==> src/rtl/hazard_pkg.sv <==
// Shared constants and types for the multi-cycle MIPS hazard unit.
package hazard_pkg;

  localparam logic [1:0] FWD_RF = 2'b00;
  localparam logic [1:0] FWD_W  = 2'b01;
  localparam logic [1:0] FWD_M  = 2'b10;

  typedef enum logic {
    MD_IDLE,
    MD_BUSY
  } md_state_e;

  typedef enum logic [2:0] {
    CAUSE_NONE,
    CAUSE_MEM,
    CAUSE_MD,
    CAUSE_LW,
    CAUSE_BR
  } stall_cause_e;

endpackage

==> src/rtl/md_tracker.sv <==
// Multiply/divide busy tracker: two-state FSM with a latency countdown.
module md_tracker
  import hazard_pkg::*;
#(
  parameter int MD_LAT = 32
) (
  input  logic clk,
  input  logic reset,
  input  logic start,
  output logic busy
);

  localparam int CW = (MD_LAT > 1) ? $clog2(MD_LAT) : 1;

  md_state_e       r_state;
  md_state_e       w_state_nxt;
  logic [CW-1:0]   r_cnt;
  logic [CW-1:0]   w_cnt_nxt;

  always_ff @(posedge clk or posedge reset) begin
    if (reset) begin
      r_state <= MD_IDLE;
      r_cnt   <= '0;
    end else begin
      r_state <= w_state_nxt;
      r_cnt   <= w_cnt_nxt;
    end
  end

  // Countdown runs free once started; a start while busy is ignored.
  always_comb begin
    w_state_nxt = r_state;
    w_cnt_nxt   = r_cnt;
    unique case (r_state)
      MD_IDLE: begin
        if (start) begin
          w_state_nxt = MD_BUSY;
          w_cnt_nxt   = CW'(MD_LAT - 1);
        end
      end
      MD_BUSY: begin
        w_cnt_nxt = r_cnt - CW'(1);
        if (r_cnt == CW'(1))
          w_state_nxt = MD_IDLE;
      end
    endcase
  end

  assign busy = (r_state == MD_BUSY);

endmodule

==> src/rtl/hazard_unit_mc.sv <==
// Hazard/forwarding control for a 5-stage MIPS pipe with multi-cycle md/dmem.
// Optional stall-cycle counters are built only when HAZARD_PERF_EN is defined.
module hazard_unit_mc
  import hazard_pkg::*;
#(
  parameter int REG_AW = 5,
  parameter int MD_LAT = 32,
  parameter int CNT_W  = 32
) (
  input  logic              clk,
  input  logic              reset,
  input  logic [REG_AW-1:0] rsD,
  input  logic [REG_AW-1:0] rtD,
  input  logic [REG_AW-1:0] rsE,
  input  logic [REG_AW-1:0] rtE,
  input  logic [REG_AW-1:0] writeregE,
  input  logic [REG_AW-1:0] writeregM,
  input  logic [REG_AW-1:0] writeregW,
  input  logic              regwriteE,
  input  logic              regwriteM,
  input  logic              regwriteW,
  input  logic              memtoregE,
  input  logic              memtoregM,
  input  logic              branchD,
  input  logic              mdopD,
  input  logic              mdstartE,
  input  logic              dmem_reqM,
  input  logic              dmem_readyM,
  output logic              forwardaD,
  output logic              forwardbD,
  output logic [1:0]        forwardaE,
  output logic [1:0]        forwardbE,
  output logic              stallF,
  output logic              stallD,
  output logic              stallE,
  output logic              stallM,
  output logic              flushE,
  output logic              flushW,
  output logic              md_busy,
  output logic [CNT_W-1:0]  lw_stall_cnt,
  output logic [CNT_W-1:0]  br_stall_cnt,
  output logic [CNT_W-1:0]  md_stall_cnt,
  output logic [CNT_W-1:0]  mem_stall_cnt
);

  logic w_lwstall;
  logic w_brstall;
  logic w_mdstall;
  logic w_memwait;
  logic w_md_start;

  function automatic logic [1:0] fwd_sel(
    input logic [REG_AW-1:0] src,
    input logic [REG_AW-1:0] rm,
    input logic [REG_AW-1:0] rw,
    input logic              wm,
    input logic              ww
  );
    logic [1:0] sel;
    sel = FWD_RF;
    if (src != '0) begin
      if (wm && (src == rm))
        sel = FWD_M;
      else if (ww && (src == rw))
        sel = FWD_W;
    end
    return sel;
  endfunction

  assign forwardaD = (rsD != '0) && (rsD == writeregM) && regwriteM;
  assign forwardbD = (rtD != '0) && (rtD == writeregM) && regwriteM;

  assign forwardaE = fwd_sel(rsE, writeregM, writeregW,
                             regwriteM, regwriteW);
  assign forwardbE = fwd_sel(rtE, writeregM, writeregW,
                             regwriteM, regwriteW);

  // Register 0 is deliberately not excluded from the branch compare.
  assign w_lwstall = memtoregE && ((rtE == rsD) || (rtE == rtD));
  assign w_brstall = branchD &&
    ((regwriteE && ((writeregE == rsD) || (writeregE == rtD))) ||
     (memtoregM && ((writeregM == rsD) || (writeregM == rtD))));
  assign w_mdstall = mdopD && md_busy;
  assign w_memwait = dmem_reqM && !dmem_readyM;

  always_comb begin
    stallF = 1'b0;
    stallD = 1'b0;
    stallE = 1'b0;
    stallM = 1'b0;
    flushE = 1'b0;
    flushW = 1'b0;
    if (w_memwait) begin
      stallF = 1'b1;
      stallD = 1'b1;
      stallE = 1'b1;
      stallM = 1'b1;
      flushW = 1'b1;
    end else if (w_lwstall || w_brstall || w_mdstall) begin
      stallF = 1'b1;
      stallD = 1'b1;
      flushE = 1'b1;
    end
  end

  assign w_md_start = mdstartE && !w_memwait;

  md_tracker #(
    .MD_LAT (MD_LAT)
  ) u_md_tracker (
    .clk   (clk),
    .reset (reset),
    .start (w_md_start),
    .busy  (md_busy)
  );

`ifdef HAZARD_PERF_EN
  stall_cause_e     w_cause;
  logic [CNT_W-1:0] r_lw_cnt;
  logic [CNT_W-1:0] r_br_cnt;
  logic [CNT_W-1:0] r_md_cnt;
  logic [CNT_W-1:0] r_mem_cnt;

  function automatic logic [CNT_W-1:0] sat_inc(
    input logic [CNT_W-1:0] v
  );
    return (v == '1) ? v : v + CNT_W'(1);
  endfunction

  always_comb begin
    w_cause = CAUSE_NONE;
    if (w_memwait)
      w_cause = CAUSE_MEM;
    else if (w_mdstall)
      w_cause = CAUSE_MD;
    else if (w_lwstall)
      w_cause = CAUSE_LW;
    else if (w_brstall)
      w_cause = CAUSE_BR;
  end

  always_ff @(posedge clk or posedge reset) begin
    if (reset) begin
      r_lw_cnt  <= '0;
      r_br_cnt  <= '0;
      r_md_cnt  <= '0;
      r_mem_cnt <= '0;
    end else begin
      case (w_cause)
        CAUSE_MEM: r_mem_cnt <= sat_inc(r_mem_cnt);
        CAUSE_MD:  r_md_cnt  <= sat_inc(r_md_cnt);
        CAUSE_LW:  r_lw_cnt  <= sat_inc(r_lw_cnt);
        CAUSE_BR:  r_br_cnt  <= sat_inc(r_br_cnt);
        default: ;
      endcase
    end
  end

  assign lw_stall_cnt  = r_lw_cnt;
  assign br_stall_cnt  = r_br_cnt;
  assign md_stall_cnt  = r_md_cnt;
  assign mem_stall_cnt = r_mem_cnt;
`else
  assign lw_stall_cnt  = '0;
  assign br_stall_cnt  = '0;
  assign md_stall_cnt  = '0;
  assign mem_stall_cnt = '0;
`endif

endmodule
==> config.mk <==
export PLATFORM = sky130hd
export DESIGN_NAME = hazard_unit_mc
export DESIGN_NICKNAME = d
export VERILOG_FILES = /design/src/rtl/hazard_pkg.sv /design/src/rtl/md_tracker.sv /design/src/rtl/hazard_unit_mc.sv
export SDC_FILE = /design/constraint.sdc
export NUM_CORES = 1
export LEC_CHECK = 0
export CAP_MARGIN = 20
export CORE_MARGIN = 1.5
export CORE_UTILIZATION = 34
export CTS_BUF_LIST = sky130_fd_sc_hd__clkbuf_2 sky130_fd_sc_hd__clkbuf_4 sky130_fd_sc_hd__clkbuf_8
export DETAILED_ROUTE_END_ITERATION = 10
export GPL_TIMING_DRIVEN = 0
export HOLD_SLACK_MARGIN = 0.12
export PLACE_DENSITY_LB_ADDON = 0.3
export REMOVE_ABC_BUFFERS = 1
export SLEW_MARGIN = 25
export SYNTH_ARGS = -nofsm -noshare
export SYNTH_HDL_FRONTEND = slang
export SYNTH_SLANG_ARGS = --single-unit
==> constraint.sdc <==
create_clock -name clk -period 2 [get_ports clk]
set_input_delay 0.3 -clock clk [delete_from_list [all_inputs] [get_ports clk]]
set_output_delay 0.3 -clock clk [all_outputs]
set_load 0.05 [all_outputs]
# Word level (Yosys, flattened, before mapping)

Cells that the tools add are included.

Muxes and demuxes: 15
Add/subtract/negate cells: 1
Reduce and logical (&&, ||, !) cells: 27
Bitwise operators: 1
Equal/unequal tests: 14

Operators by type and width:

| operator              | count |
|---|---|
| $eq A5 B5 Y1          | 12 |
| $reduce_bool A5 Y1    | 4 |
| $logic_and A1 B1 Y1   | 15 |
| $pmux W5 S2           | 1 |
| $mux W1               | 8 |
| $mux W2               | 4 |
| $logic_or A1 B1 Y1    | 6 |
| $eq A5 B1 Y1 const B  | 1 |
| $mux W5               | 1 |
| $sub A5 B1 Y5 const B | 1 |
| $logic_not A1 Y1      | 2 |
| $ne A2 B1 Y1 const B  | 1 |
| $pmux W1 S2           | 1 |
| $not A1 Y1            | 1 |

Bits in registers: 6
Word-level logic and storage cells: 60
Input bits: 47

# Logic depth before layout (Yosys ltp)

Gate-level depths: netlist of run 1.

Depth after elaboration: 9
Depth in mapped cells: 7

# Cells and area by module

Synthesis of run 1 repeated with hierarchy kept, for this count alone.

Cell total of the unflattened synthesis: 263
Area, all modules: 2044.5 µm²

By module, submodules not included:

| module         | cells an instance | sequential area each (µm²) | times used | area each (µm²) |
|---|---|---|---|---|
| hazard_unit_mc | 233               | 0.0                        | 1          | 1734.2 |
| md_tracker     | 30                | 150.1                      | 1          | 310.3 |

# Worst setup path before layout of run 1

OpenSTA, ideal clock, no wires.

Path kind: input-to-output
Start point: in rtE[1]
End point: out forwardbE[0]
Data required time: 1700 ps
Arrival time: 2342 ps
Stages: 5
Setup slack: -642 ps
Cells stage by stage: buf_2 xor2_1 nor4_1 nand3_1 nor4b_1

Longest elaborated chain between the ends: 5
Elaborated cells on any way between the ends: 8
Classes of those cells: eq/ne: 2; mux: 3; reduce/logical: 3

Ends and longest elaborated chain:

| what                | line                 | text |
|---|---|---|
| start, declared     | hazard_unit_mc.sv:15 | `input logic [REG_AW-1:0] rtE,` |
| $eq A5 B5 Y1        | hazard_unit_mc.sv:64 | `else if (ww && (src == rw))` |
| $logic_and A1 B1 Y1 | hazard_unit_mc.sv:64 |  |
| $mux W1             | hazard_unit_mc.sv:64 |  |
| $mux W2             | hazard_unit_mc.sv:62 | `if (wm && (src == rm))` |
| $mux W2 (*)         | hazard_unit_mc.sv:61 | `if (src != '0) begin` |
| end, declared       | hazard_unit_mc.sv:32 | `output logic [1:0] forwardbE,` |

Mark *: on every way between the ends. The rest lies on a longest branch, timed or not.

# Worst setup path in the final report of run 1

Start point: in writeregM[4]
End point: out flushE

Longest elaborated chain between the ends: 9
Elaborated cells on any way between the ends: 10
Classes of those cells: eq/ne: 2; mux: 2; reduce/logical: 6

Ends and longest elaborated chain:

| what                                | line                 | text |
|---|---|---|
| start, declared                     | hazard_unit_mc.sv:17 | `input logic [REG_AW-1:0] writeregM,` |
| $eq A5 B5 Y1                        | hazard_unit_mc.sv:82 | `(memtoregM && ((writeregM == rsD) \|\| (writeregM == rtD))));` |
| $logic_or A1 B1 Y1 (*)              | hazard_unit_mc.sv:82 |  |
| $logic_and A1 B1 Y1 (*)             | hazard_unit_mc.sv:82 |  |
| $logic_or A1 B1 Y1 (*)              | hazard_unit_mc.sv:81 | `((regwriteE && ((writeregE == rsD) \|\| (writeregE == rtD))) \|\|` |
| $logic_and A1 B1 Y1 (*)             | hazard_unit_mc.sv:80 | `assign w_brstall = branchD &&` |
| $logic_or A1 B1 Y1 (*) (2 in a row) | hazard_unit_mc.sv:99 | `end else if (w_lwstall \|\| w_brstall \|\| w_mdstall) begin` |
| $mux W1 (*)                         | hazard_unit_mc.sv:99 |  |
| $mux W1 (*)                         | hazard_unit_mc.sv:93 | `if (w_memwait) begin` |
| end, declared                       | hazard_unit_mc.sv:37 | `output logic flushE,` |

Marks and branches as above.

==> results of run 1 <==
## cell usage after synthesis (2+ instances only)
cell type  instances
buf_4            134
xor2_1            37
xnor2_1           12
nor2_1            10
nand2_1            7
dfrtp_1            6
inv_1              6
nand3_1            6
nor4_1             6
a21oi_1            5
nand4_1            5
nor3_1             5
or4_1              3
and3_1             2
buf_6              2
ha_1               2
o21ai_0            2
o22a_1             2
## flip-flops by register name, indices dropped and copies added (netlist names)
| signal | count |
|---|---|
| u_md_tracker.r_cnt | 5 |
| u_md_tracker.busy | 1 |
## metal layers
metal / up-vias / share of wire / global-route usage
met4: 0 / 0 / 0.00517
met5: - / 0 / 0
met2: 114 / 0.52 / 0.202
met1: 639 / 0.37 / 0.139
li1: 694 / - / -
met3: 0 / 0.11 / 0.0182
## per-stage QoR
stage	power, mW	cell area [sq um]
2_1_floorplan	1.03	1470
3_3_place_gp	1.23	2150
3_5_place_dp	1.25	2150
4_1_cts	1.43	2190
5_1_grt	1.52	2180
6_report	1.42	2180
## power by group
part           leakage [nW]  switching [mW]  internal [mW]  total (mW)
Combinational          1.05           0.786          0.233        1.02
Clock                0.0216          0.0525          0.129       0.182
Sequential           0.0643          0.0436          0.176       0.220
Total                  1.14           0.882          0.539        1.42
## area by class of cell
type                       instances  share of cell area
clock buffer                       3              0.0190
inverter                           6              0.0103
multi-input combinational        242               0.621
sequential                         6              0.0690
tap                               72              0.0414
timing repair buffer              59               0.240
## repair_timing
item,in CTS,in global routing
pin swaps,8,13
setup endpoints to repair,12,8
gates resized for setup,115,33
## worst max path at each step
| stage | end | slack, ns | start |
|---|---|---|---|
| 6_report | flushE | 0.07 | writeregM[4] |
| 3_5_place_dp | flushE | -1.0 | rtE[3] |
| 4_1_cts | flushE | 0.0009 | rsD[0] |
| 3_3_place_gp | flushE | -0.96 | rtE[4] |
| 2_1_floorplan | forwardbE[0] | -0.49 | rtE[2] |
| 5_1_grt | forwardaE[0] | -0.01 | rsE[1] |
## logic make-up (layout without fill, tap and decap cells)
kind of cell,Yosys count,in the layout,share of synthesized area
buffers and inverters,143,68,0.521
xor gates and xnor gates,49,49,0.212
DFF,6,6,0.0741
muxes,1,1,0.00494
and+or+nand+nor,49,49,0.133
other,1,128,0.00185
adders and majority gates,2,2,0.0123
AOI/OAI and AO/OA,13,13,0.0407
==> results.py, run 1 <==
metrics = {
    "die": {
        "io_pins": 188,
        "num_rows": 27,
        "die_x_microns": 80.2,
        "start_util": 0.359,
        "core_area_sq_um": 5640,
        "die_y_microns": 80.2,
        "dieArea_sq_um": 6430,
    },
    "global_route": {
        "grt_pass1_vias": 1195,
        "antenna_found_initial": 0,
        "grt_pass1_wl_microns": 5720,
        "grt_usage": 0.110,
        "grt_remaining_overflow": 0,
        "grt_max_degree": 13,
    },
    "setup_path": {
        "reg2reg_depth": 3,
        "start_kind": "input port",
        "reg2reg_to": "u_md_tracker.r_cnt[3]$_DFFE_PP0P_",
        "r2r_start": "u_md_tracker.busy$_DFF_PP0_",
        "critPathMaxStageDelay_ns": 0.31,
        "path_max_fanout": 4,
        "worst_path_dominant_cell_family": "simple AND/OR/NAND/NOR gates",
        "critPathArrivalTime_ns": 1.63,
        "crit_buf_inv": 2,
        "slowest_stage": "dlygate4sd2_1",
        "critical_path_class": "input port to output port",
        "cp.depth": 7,
        "reg2reg_setup_slack_ns": 0.59,
        "path_cells": "dlygate4sd2_1 > xor2_1 > nor3_2 > nand4_1 > and3_4 > a21oi_2 > buf_6",
        "cp-end-kind": "output port",
        "required_ns": 1.70,
    },
    "placement": {
        "dp_slack_ns": -1.00,
        "io_buffers": 59,
        "gp_congestion": 0.747,
        "dpl.hpwl_microns": 3340,
        "dp_cells": 385,
    },
    "pwr": {
        "irDropWorstVdd_uv": 537,
        "power_leakage_nw": 1.14,
        "powerDensity_nw_per_um2": 653,
    },
    "final_layout": {
        "ff_latch_area_sq_um": 150,
        "layout_common_cells": "128 x conb_1, 37 x xor2_1, 15 x clkdlybuf4s50_1",
        "fillers": 622,
        "diodes": 0,
        "final_common_cell": "conb_1",
        "multiInputGateArea_sq_um": 1350,
        "stdcell_count": 388,
        "drive_gt1_frac": 0.136,
        "fin_util": 0.386,
        "area_delta_synth_final_pct": 7.41,
        "nNetsFinal": 367,
    },
    "routing": {
        "avgViaCountPerCell": 3.73,
        "antenna_left": 0,
        "dr.pass1.iters": 4,
        "wire_per_inst_microns": 9.83,
        "drt-total-wl_microns": 3810,
        "num_vias": 1447,
        "drt_iter0_drc": 22,
        "route.detailed.drc": 0,
    },
    "synthesis": {
        "avgSynthCellArea_sq_um": 7.68,
        "yosys_warnings": 0,
        "yosys.area.top_type": "buf_4",
        "async_flop_share": 1.00,
        "ys.flop_type": "dfrtp_1",
        "yosysSeqAreaShare": 0.0741,
        "synth_edf_count": 0,
        "synthCells": 264,
        "ys_top_cells_by_area": "buf_4 50%, xor2_1 16%, dfrtp_1 7.4%",
        "ys_seq_elements": 6,
        "ys_types": 30,
        "synth.cell_area_sq_um": 2030,
        "synth_top_area_share": 0.496,
    },
    "worst_hold_path": {
        "holdCritPathClass": "input port to async pin",
    },
    "sta": {
        "skew_ns": 0.00485,
        "setup_tns_ns": 0,
        "rsz0062_at_grt": "yes",
        "slew_viol_final": 0,
        "min_period_over_period": 0.966,
        "finalSetupViolCount": 0,
        "timing.hold.ws_ns": 0.295,
        "worstMarginPinSlew_ns": 0.510,
        "slew-limit-headroom": 0.657,
        "hold_viol": 0,
        "clock.fmax_mhz": 518,
        "fin_ws_ns": 0.0687,
        "fin_crit_ns": 1.93,
    },
    "cts": {
        "clkTransAtPathRegs_ns": 0.04,
        "cts.repair_timing.setup_buffer_count": 0,
        "clock_sinks": 6,
        "clkLatencyLatePin_ns": 0.22,
        "cts_buffers": 3,
        "cts-root-buf": "clkbuf_8",
        "cts_tree": "yes",
        "cts-hold-fix-buffers": 0,
        "htreeDepth": 1,
        "clock_path_buffers": 2,
    },
    "job": {
        "maxCapViolCount": 0,
    },
    "run_status": {
        "status": "completed",
    },
}
(Power assumes the default switching activity.)
==> run 2, diff against run 1 <==
--- a/config.mk
+++ b/config.mk
@@ -13,6 +13,7 @@
 export GPL_TIMING_DRIVEN = 0
 export HOLD_SLACK_MARGIN = 0.12
 export PLACE_DENSITY_LB_ADDON = 0.3
+export RECOVER_POWER = 50
 export REMOVE_ABC_BUFFERS = 1
 export SLEW_MARGIN = 25
 export SYNTH_ARGS = -nofsm -noshare
==> run 2 against run 1 <==
  * Combinational power barely moved
  * Power fell by 0.20%
  * Critical path depth did not move
  * Via count rose by 0.41%
  * Global-route usage did not move
  * Critical path type unchanged
  * Highest routed layer unchanged
==> results.py, run 2 (same netlist as run 1, synthesis figures left out) <==
metrics = {
    "cts": {
        "htreeDepth": 1,
        "cts_buffers": 3,
        "clock_sinks": 6,
        "clkTransAtPathRegs_ns": 0.04,
        "clock_path_buffers": 2,
        "cts.repair_timing.setup_buffer_count": 0,
        "clkLatencyLatePin_ns": 0.22,
        "cts_tree": "yes",
        "cts-root-buf": "clkbuf_8",
    },
    "setup_path": {
        "critical_path_class": "input port to output port",
        "critPathArrivalTime_ns": 1.63,
        "r2r_start": "u_md_tracker.busy$_DFF_PP0_",
        "cp-end-kind": "output port",
        "start_kind": "input port",
        "path_cells": "dlygate4sd2_1 > xor2_1 > nor3_2 > nand4_1 > and3_4 > a21oi_2 > buf_6",
        "reg2reg_setup_slack_ns": 0.58,
        "slowest_stage": "dlygate4sd2_1",
        "worst_path_dominant_cell_family": "simple AND/OR/NAND/NOR gates",
        "critPathMaxStageDelay_ns": 0.31,
        "path_max_fanout": 4,
        "reg2reg_to": "u_md_tracker.r_cnt[3]$_DFFE_PP0P_",
        "reg2reg_depth": 3,
        "crit_buf_inv": 2,
        "required_ns": 1.70,
    },
    "global_route": {
        "antenna_found_initial": 0,
        "grt_max_degree": 13,
        "grt_pass1_wl_microns": 5720,
        "grt_usage": 0.110,
        "grt_remaining_overflow": 0,
        "grt_pass1_vias": 1195,
    },
    "pwr": {
        "irDropWorstVdd_uv": 537,
        "power_mw": 1.42,
        "power_leakage_nw": 1.14,
        "powerDensity_nw_per_um2": 654,
    },
    "sta": {
        "fin_crit_ns": 1.93,
        "min_period_over_period": 0.966,
        "finalSetupViolCount": 0,
        "hold_viol": 0,
        "worstMarginPinSlew_ns": 0.591,
        "rsz0062_at_grt": "yes",
        "slew_viol_final": 0,
        "setup_tns_ns": 0,
        "skew_ns": 0.00480,
        "slew-limit-headroom": 0.607,
        "clock.fmax_mhz": 518,
        "timing.hold.ws_ns": 0.433,
    },
    "job": {
        "maxCapViolCount": 0,
    },
    "routing": {
        "route.detailed.drc": 0,
        "drt-total-wl_microns": 3820,
        "drt_iter0_drc": 22,
        "num_vias": 1453,
        "antenna_left": 0,
        "dr.pass1.iters": 4,
        "avgViaCountPerCell": 3.74,
        "wire_per_inst_microns": 9.84,
    },
    "placement": {
        "gp_congestion": 0.747,
        "io_buffers": 59,
        "placed_area_sq_um": 2150,
        "dpl.hpwl_microns": 3340,
    },
    "die": {
        "io_pins": 188,
        "num_rows": 27,
        "die_y_microns": 80.2,
        "dieArea_sq_um": 6430,
        "core_area_sq_um": 5640,
        "die_x_microns": 80.2,
        "start_util": 0.359,
    },
    "final_layout": {
        "layout_common_cells": "128 x conb_1, 37 x xor2_1, 14 x clkdlybuf4s50_1",
        "fin_area_sq_um": 2170,
        "diodes": 0,
        "area_delta_synth_final_pct": 6.98,
        "largest_reg_flops": 5,
        "regMostFlops": "u_md_tracker.r_cnt",
        "final_common_cell": "conb_1",
        "nNetsFinal": 367,
        "drive_gt1_frac": 0.136,
    },
    "run_status": {
        "status": "completed",
    },
    "worst_hold_path": {
        "holdCritPathClass": "input port to async pin",
    },
}
-- run 2: changes by cell type in the layout (fill, tap and decap cells not counted) --
cell / delta
dlygate4sd3_1: +1
clkdlybuf4s50_1: -1
clkbuf_1: +1
dlymetal6s2s_1: -1
-- run 2: final cells by class --
class,count,area [sq um]
flip-flops and latches,6,150
fillers,624,3470
multi-input cells,242,1350
inverters,6,22.5
well taps,72,90.1
clock buffers,3,41.3
repair buffers,59,513
-- run 2: metal layers --
| metal | global-route usage | vias up | part of all wire |
|---|---|---|---|
| met2 | 0.202 | 114 | 0.52 |
| met5 | 0 | - | 0 |
| li1 | - | 695 | - |
| met1 | 0.139 | 644 | 0.37 |
| met4 | 0.00517 | 0 | 0 |
| met3 | 0.0182 | 0 | 0.11 |
-- run 2: per-stage QoR --
| stage | setup WS [ns] | utilization | std cells |
|---|---|---|---|
| global placement | -0.965 | 0.381 | 385 |
| detailed placement | -1.00 | 0.381 | 385 |
| global route | -0.0106 | 0.384 | 388 |
| floorplan | -0.492 | - | 254 |
| CTS | 0.000946 | 0.388 | 388 |
| finish | 0.0687 | 0.384 | 388 |
-- run 2: worst max path at each step --
stage	from	end	depth (start not counted)
finish	writeregM[4]	flushE	7
CTS	rsD[0]	flushE	7
global placement	rtE[4]	flushE	7
global route	rsE[1]	forwardaE[0]	6
detailed placement	rtE[3]	flushE	7
floorplan	rtE[2]	forwardbE[0]	4
-- run 2: report_power, final --
part	internal, mW	switching [mW]	leakage (nW)
Combinational	0.230	0.787	1.05
Sequential	0.176	0.0442	0.0643
Clock	0.129	0.0522	0.0216
-- run 2: repair_timing --
action | CTS | global route
hold endpoints to repair | 0 | 0
setup endpoints to repair | 12 | 8
hold buffers | 0 | 0
pin swaps | 8 | 13
gates resized for setup | 115 | 33
